===== src/rtl/safety_island_pkg.sv =====
// Shared types for the safety island SoC control block:
// register word offsets, FSM states, boot modes and helpers.
package safety_island_pkg;

  localparam logic [9:0] RegBootAddr   = 10'h000;
  localparam logic [9:0] RegFetchEn    = 10'h001;
  localparam logic [9:0] RegCoreStatus = 10'h002;
  localparam logic [9:0] RegBootMode   = 10'h003;

  typedef enum logic [1:0] {
    BootJtag      = 2'b00,
    BootPreloaded = 2'b01
  } bootmode_e;

  typedef enum logic [2:0] {
    StReset  = 3'd0,
    StSample = 3'd1,
    StWait   = 3'd2,
    StRun    = 3'd3,
    StHalt   = 3'd4
  } soc_state_e;

  function automatic logic bootmode_valid(
    input logic [1:0] bm
  );
    return (bm == BootJtag) || (bm == BootPreloaded);
  endfunction

  function automatic logic [31:0] be_merge(
    input logic [31:0] old_v,
    input logic [31:0] new_v,
    input logic [3:0]  be
  );
    logic [31:0] res;
    res = old_v;
    for (int i = 0; i < 4; i++) begin
      if (be[i]) res[8*i +: 8] = new_v[8*i +: 8];
    end
    return res;
  endfunction

endpackage


===== src/rtl/safety_island_soc_ctrl_regs.sv =====
// Register file and bus responder for the SoC control block.
// Decodes word offsets, applies byte enables, registers responses.
module safety_island_soc_ctrl_regs
  import safety_island_pkg::*;
#(
  parameter logic [31:0] BootAddrDefault = 32'h0000_1080,
  parameter int unsigned AddrWidth       = 32
) (
  input  logic                 clk_i,
  input  logic                 rst_ni,
  input  logic                 i_sample,
  input  logic [1:0]           i_bootmode,
  input  logic                 i_req,
  input  logic [AddrWidth-1:0] i_addr,
  input  logic                 i_we,
  input  logic [3:0]           i_be,
  input  logic [31:0]          i_wdata,
  output logic                 o_rvalid,
  output logic [31:0]          o_rdata,
  output logic                 o_err,
  output logic [31:0]          o_bootaddr,
  output logic                 o_fetchen,
  output logic [31:0]          o_corestatus
);

  logic [31:0] r_bootaddr;
  logic        r_fetchen;
  logic [31:0] r_corestatus;
  logic [1:0]  r_bootmode;
  logic        r_bm_invalid;
  logic        r_rvalid;
  logic [31:0] r_rdata;
  logic        r_err;

  logic [9:0]  w_word;
  logic        w_hit_ba;
  logic        w_hit_fe;
  logic        w_hit_cs;
  logic        w_hit_bm;
  logic        w_err;
  logic        w_wr;
  logic [31:0] w_rdata;
  logic        w_unused_addr;

  assign w_word   = i_addr[11:2];
  assign w_hit_ba = (w_word == RegBootAddr);
  assign w_hit_fe = (w_word == RegFetchEn);
  assign w_hit_cs = (w_word == RegCoreStatus);
  assign w_hit_bm = (w_word == RegBootMode);
  assign w_unused_addr =
    ^{i_addr[AddrWidth-1:12], i_addr[1:0]};

  // Classify the access and build read data for the response
  always_comb begin
    w_err   = ~(w_hit_ba | w_hit_fe | w_hit_cs | w_hit_bm)
            | (i_we & w_hit_bm);
    w_wr    = i_req & i_we & ~w_err;
    w_rdata = '0;
    if (!i_we && !w_err) begin
      unique case (1'b1)
        w_hit_ba: w_rdata = r_bootaddr;
        w_hit_fe: w_rdata = {31'b0, r_fetchen};
        w_hit_cs: w_rdata = r_corestatus;
        w_hit_bm: w_rdata = {r_bm_invalid, 29'b0, r_bootmode};
        default:  w_rdata = '0;
      endcase
    end
  end

  // Register writes and the one-shot boot mode capture
  always_ff @(posedge clk_i or negedge rst_ni) begin
    if (!rst_ni) begin
      r_bootaddr   <= BootAddrDefault;
      r_fetchen    <= 1'b0;
      r_corestatus <= '0;
      r_bootmode   <= '0;
      r_bm_invalid <= 1'b0;
    end else begin
      if (w_wr && w_hit_ba)
        r_bootaddr <= be_merge(r_bootaddr, i_wdata, i_be);
      if (w_wr && w_hit_fe && i_be[0])
        r_fetchen <= i_wdata[0];
      if (w_wr && w_hit_cs)
        r_corestatus <= be_merge(r_corestatus, i_wdata, i_be);
      if (i_sample) begin
        r_bootmode   <= i_bootmode;
        r_bm_invalid <= ~bootmode_valid(i_bootmode);
      end
    end
  end

  // One-cycle registered response to every granted request
  always_ff @(posedge clk_i or negedge rst_ni) begin
    if (!rst_ni) begin
      r_rvalid <= 1'b0;
      r_rdata  <= '0;
      r_err    <= 1'b0;
    end else begin
      r_rvalid <= i_req;
      r_rdata  <= i_req ? w_rdata : '0;
      r_err    <= i_req & w_err;
    end
  end

  assign o_rvalid     = r_rvalid;
  assign o_rdata      = r_rdata;
  assign o_err        = r_err;
  assign o_bootaddr   = r_bootaddr;
  assign o_fetchen    = r_fetchen;
  assign o_corestatus = r_corestatus;

endmodule


===== src/rtl/safety_island_soc_ctrl.sv =====
// Safety island SoC control: boot FSM and core-facing outputs.
// Boot address is snapshotted only on the WAIT to RUN transition.
module safety_island_soc_ctrl
  import safety_island_pkg::*;
#(
  parameter logic [31:0] BootAddrDefault = 32'h0000_1080,
  parameter int unsigned AddrWidth       = 32,
  parameter int unsigned DataWidth       = 32
) (
  input  logic                 clk_i,
  input  logic                 rst_ni,
  input  logic [1:0]           bootmode_i,
  input  logic                 req_i,
  output logic                 gnt_o,
  input  logic [AddrWidth-1:0] addr_i,
  input  logic                 we_i,
  input  logic [3:0]           be_i,
  input  logic [DataWidth-1:0] wdata_i,
  output logic                 rvalid_o,
  output logic [DataWidth-1:0] rdata_o,
  output logic                 err_o,
  output logic [31:0]          boot_addr_o,
  output logic                 fetch_enable_o,
  output logic                 eoc_o,
  output logic [30:0]          exit_code_o
);

  soc_state_e  r_state;
  soc_state_e  w_state_nxt;
  logic [31:0] r_boot_addr;
  logic [31:0] w_bootaddr;
  logic        w_fetchen;
  logic [31:0] w_corestatus;
  logic        w_sample;

  assign gnt_o    = req_i;
  assign w_sample = (r_state == StSample);

  safety_island_soc_ctrl_regs #(
    .BootAddrDefault (BootAddrDefault),
    .AddrWidth       (AddrWidth)
  ) u_regs (
    .clk_i        (clk_i),
    .rst_ni       (rst_ni),
    .i_sample     (w_sample),
    .i_bootmode   (bootmode_i),
    .i_req        (req_i),
    .i_addr       (addr_i),
    .i_we         (we_i),
    .i_be         (be_i),
    .i_wdata      (wdata_i),
    .o_rvalid     (rvalid_o),
    .o_rdata      (rdata_o),
    .o_err        (err_o),
    .o_bootaddr   (w_bootaddr),
    .o_fetchen    (w_fetchen),
    .o_corestatus (w_corestatus)
  );

  // Boot FSM state register
  always_ff @(posedge clk_i or negedge rst_ni) begin
    if (!rst_ni) r_state <= StReset;
    else         r_state <= w_state_nxt;
  end

  // Boot FSM next-state logic
  always_comb begin
    w_state_nxt = r_state;
    unique case (r_state)
      StReset:  w_state_nxt = StSample;
      StSample: w_state_nxt = bootmode_valid(bootmode_i)
                            ? StWait : StHalt;
      StWait:   if (w_fetchen) w_state_nxt = StRun;
      StRun:    if (!w_fetchen) w_state_nxt = StWait;
      StHalt:   w_state_nxt = StHalt;
      default:  w_state_nxt = StReset;
    endcase
  end

  // Snapshot the boot address when the core is released
  always_ff @(posedge clk_i or negedge rst_ni) begin
    if (!rst_ni)
      r_boot_addr <= BootAddrDefault;
    else if (r_state == StWait && w_state_nxt == StRun)
      r_boot_addr <= w_bootaddr;
  end

  assign boot_addr_o    = r_boot_addr;
  assign fetch_enable_o = (r_state == StRun);
  assign eoc_o          = w_corestatus[31];
  assign exit_code_o    = w_corestatus[30:0];

endmodule


===== config.mk =====
export PLATFORM = sky130hd
export DESIGN_NAME = safety_island_soc_ctrl
export DESIGN_NICKNAME = d
export VERILOG_FILES = /design/src/rtl/safety_island_pkg.sv /design/src/rtl/safety_island_soc_ctrl_regs.sv /design/src/rtl/safety_island_soc_ctrl.sv
export SDC_FILE = /design/constraint.sdc
export NUM_CORES = 1
export LEC_CHECK = 0
export CAP_MARGIN = 25
export CORE_ASPECT_RATIO = 0.7
export CORE_UTILIZATION = 45
export DETAILED_ROUTE_END_ITERATION = 10
export PLACE_DENSITY = 0.78
export RECOVER_POWER = 50
export SYNTH_ARGS = -nofsm -noshare
export SYNTH_HDL_FRONTEND = slang
export SYNTH_HIERARCHICAL = 1
export SYNTH_SLANG_ARGS = --single-unit

===== constraint.sdc =====
create_clock -name clk_i -period 3.9 [get_ports clk_i]
set_clock_uncertainty 0.2 [all_clocks]
set_input_delay 0.585 -clock clk_i [delete_from_list [all_inputs] [get_ports clk_i]]
set_output_delay 0.585 -clock clk_i [all_outputs]
set_load 0.1 [all_outputs]

==> Flow_metrics.wiki <==
{| class="wikitable"
! Metric !! Value
|-
| Result of the run || finished, violations left
|-
| Failing checks || max-capacitance violations, max-slew violations
|-
| Detailed Place HPWL || 8.59 mm
|-
| Total CTS buffers || 17
|-
| Clk root buf || clkbuf_16
|-
| Worst R2R Path Depth || 3
|-
| CP max FO || 13
|-
| Post-synth cell types || 34
|-
| Critical path arrival || around 3.3 ns
|-
| Vias in the first global route || ~3.7k
|-
| CTS tree || done
|-
| Number of nets in the synthesized netlist || between 400 and 500
|-
| Number of fill cells in the layout || approximately 890
|-
| Wire length of the first global-routing pass || approximately 20 mm
|-
| FF/Latch Area || 0.00343 mm²
|-
| Ratio of cells with drive above 1 in the final layout || between 20% and 30%
|-
| Synthesized flop and latch total || between 100 and 150
|-
| Number of post-CTS setup repair buffers || 0
|-
| Path type of the worst setup path || input port to register
|-
| Number of buffers added on ports || 151
|-
| Initial cell density of the core || 47.2%
|-
| Final cell utilization of the core || between 60% and 70%
|-
| Number of antenna-violating nets in the routed design || 0
|-
| Std-Cell Core Area || roughly 0.012 mm²
|-
| Cell area after synthesis || ~0.0056 mm²
|-
| Pleak || 3.60 nW
|-
| Crit start category || input port
|-
| Final count of negative-setup-slack endpoints || 0
|-
| Clock transition at the register clock pins on the worst setup and hold paths after CTS || approximately 0.060 ns
|-
| Number of vias after detailed routing || roughly 3.5k
|-
| Endpoint of the worst register-to-register path || boot_addr_o[19]
|-
| Sequential area share after synthesis || about 61%
|-
| Post-route minimum period || around 3.2 ns
|-
| Worst vdd ir || 0.285 mV
|-
| RSZ-0062 raised after global routing || no
|-
| Category of the worst setup path capture point || register
|-
| Worst slew slack as a fraction of its limit || -14.8%
|-
| Cell row count || 33
|-
| Tightest Pin Transition || 1.72 ns
|-
| CTS H-tree lvls || 4
|-
| Clock tree sinks || approximately 140
|-
| Crit path capture || u_regs/o_corestatus[13]
|-
| Count of routing violations after the opening detailed-route iteration || 118
|-
| Final layout net count || around 600
|-
| Drt pass-1 iters || 5
|-
| Antenna violations before repair || 0
|-
| Y dimension of the die || between 90 and 100 µm
|-
| Power after layout || 0.00322 W
|-
| Grt total ovfl || 0
|-
| Final Hold Viols || 0
|-
| Via density || 5.10
|-
| Path type of the worst min-delay path || register to register
|-
| GRT Util Overall || 20.8%
|-
| Critical Path RT || roughly 4 ns
|-
| Total number of yosys warnings || 6
|-
| Fmax || between 300 and 400 MHz
|-
| Number of max-slew violations in the final report || 73
|-
| Insertion delay to the later sink of the worst-skew pair || 0.41 ns
|-
| Weighted congestion reported at the end of routability-driven placement || 0.771
|-
| Antenna Cells || 0
|-
| Longest Clk Path Bufs || 2
|-
| Count of max-cap constraint violations || 1
|-
| Area of the die || about 0.013 mm²
|-
| DRC violations left || 0
|-
| Power Dens Cells || roughly 420 mW/mm²
|-
| Die X-Extent || 136 µm
|-
| Number of instances in the synthesized netlist || around 360
|-
| Pin count of the biggest net entering global routing || around 110
|-
| Avg Inst Size Synth || 15.6 µm²
|-
| # IOs || about 170
|-
| Startpoint of the lowest-slack register-to-register path || r_state[2]
|-
| Setup slack of the most critical reg-to-reg path || approximately 1.0 ns
|-
| Footprint of the multi-input gates || between 0.0015 and 0.002 mm²
|-
| Area leader, netlist || dfrtp_1
|-
| Top cell type's share of synthesized area || between 50 and 60%
|-
| Period utilization || 81.9%
|-
| Startpoint of the most critical setup path || addr_i[11]
|-
| Largest cells by area after synthesis || dfrtp_1 59%, mux2_2 14%, mux2_4 8.0%
|-
| Total detailed-routing wirelength || 12.7 mm
|-
| Layout overhead on the synthesized area || 36.8%
|-
| Routed length per placed instance || roughly 18 µm
|-
| Post-route setup TNS || 0 ns
|}
-- synth_stat cells, drive strengths merged --
cell	instances
nand2	1
or3	1
clkbuf	8
or4	3
inv	3
nand2b	4
nor4	9
dfrtp	133
mux4	1
nand3	6
nor4bb	1
and3	1
a211oi	1
a21oi	2
nor2	28
buf	10
o31a	1
nor3b	2
nor2b	1
dfstp	4
nor3	2
mux2	98
nand3b	1
o21ai	4
and2	3
or2b	1
mux2i	31
or2	1
-- layout by cell type, fill, tap and decap left out, drive strengths merged, types with 2 or more instances in the layout --
| cell type | netlist | final |
|---|---|---|
| nor4 | 9 | 9 |
| or4 | 3 | 3 |
| dfrtp | 133 | 133 |
| nor2 | 28 | 28 |
| mux2i | 31 | 31 |
| dlygate4sd3 | 0 | 3 |
| clkbuf | 8 | 24 |
| dfstp | 4 | 4 |
| a21oi | 2 | 2 |
| and2 | 3 | 3 |
| o21ai | 4 | 4 |
| clkdlybuf4s50 | 0 | 145 |
| nor3 | 2 | 2 |
| buf | 10 | 7 |
| nand2b | 4 | 4 |
| nand3 | 6 | 6 |
| mux2 | 98 | 98 |
| clkinvlp | 0 | 3 |
| clkinv | 0 | 8 |
| inv | 3 | 5 |
| nor3b | 2 | 2 |
-- power by group --
part           switching, W  internal (W)
clock              0.000609      0.000878
sequential        0.0000299       0.00145
combinational      0.000151     0.0000953
total              0.000790       0.00243
-- registers in the layout, summed over array words and instances (netlist names) --
signal / flops
u_regs/o_bootaddr: 32
r_state: 3
u_regs/o_rdata: 32
u_regs/o_err: 1
boot_addr_o: 32
u_regs/o_rvalid: 1
u_regs/o_corestatus: 32
u_regs/o_fetchen: 1
u_regs/r_bootmode: 2
u_regs/r_bm_invalid: 1
-- timing repair --
| item | CTS | global route |
|---|---|---|
| endpoints found under the hold margin | 0 | 39 |
| hold buffers | 0 | 1 |
| setup endpoints to repair | 0 | 0 |
| resized for setup | 0 | 0 |
-- worst max-delay path: stages --
cell	delay, ns
clkdlybuf4s50_1	0.40
or4_1	0.53
clkbuf_1	0.50
nor4_4	0.85
mux2_2	0.41
-- final cells by class --
cell class | count | area share, %
clock inverter | 14 | 1.62
sequential | 137 | 44.5
tap | 157 | 2.55
inverter | 3 | 0.146
clock buffer | 18 | 5.56
timing repair buffer | 161 | 20.2
multi-input combinational | 203 | 25.4
-- metrics by stage --
step	setup WS, ns	instance area [µm²]	instances	hold WS, ns
after floorplan	0.473	5640	361	0.0894
after global placement	0.686	7270	659	0.273
after detailed placement	0.655	7270	659	0.291
after CTS	1.00	7830	691	0.163
after global routing	0.590	7710	693	0.315
final	0.707	7710	693	0.282
-- routing by layer --
| layer | up-vias | routed length (µm) | GRT usage (%) |
|---|---|---|---|
| met5 | - | 0 | 0 |
| met4 | 0 | 148 | 7.77 |
| met3 | 14 | 1040 | 7.50 |
| met2 | 126 | 5790 | 31.6 |
| met1 | 1785 | 5730 | 27.4 |
| li1 | 1612 | - | - |
-- logic make-up (layout without fill, tap and decap cells) --
family          count (synthesis)  after routing  share of synthesized area, %
mux                           130            130                          27.5
buf+inv                        21            196                          2.69
flops                         137            137                          60.9
simple gates                   65             65                          8.10
compound gates                  8              8                         0.821
-- worst min-delay path by stage --
stage | startpoint | endpoint | slack [ns] | cells after the start
6_report | boot_addr_o[14] | boot_addr_o[14] | 0.28 | 1
5_1_grt | boot_addr_o[18] | boot_addr_o[18] | 0.31 | 1
4_1_cts | rst_ni | boot_addr_o[21] | 0.16 | 1
3_5_place_dp | r_state[1] | r_state[2] | 0.29 | 1
3_3_place_gp | r_state[1] | r_state[2] | 0.27 | 1
2_1_floorplan | rst_ni | boot_addr_o[0] | 0.09 | 0
Note: power is estimated with default switching activity, not from simulation.
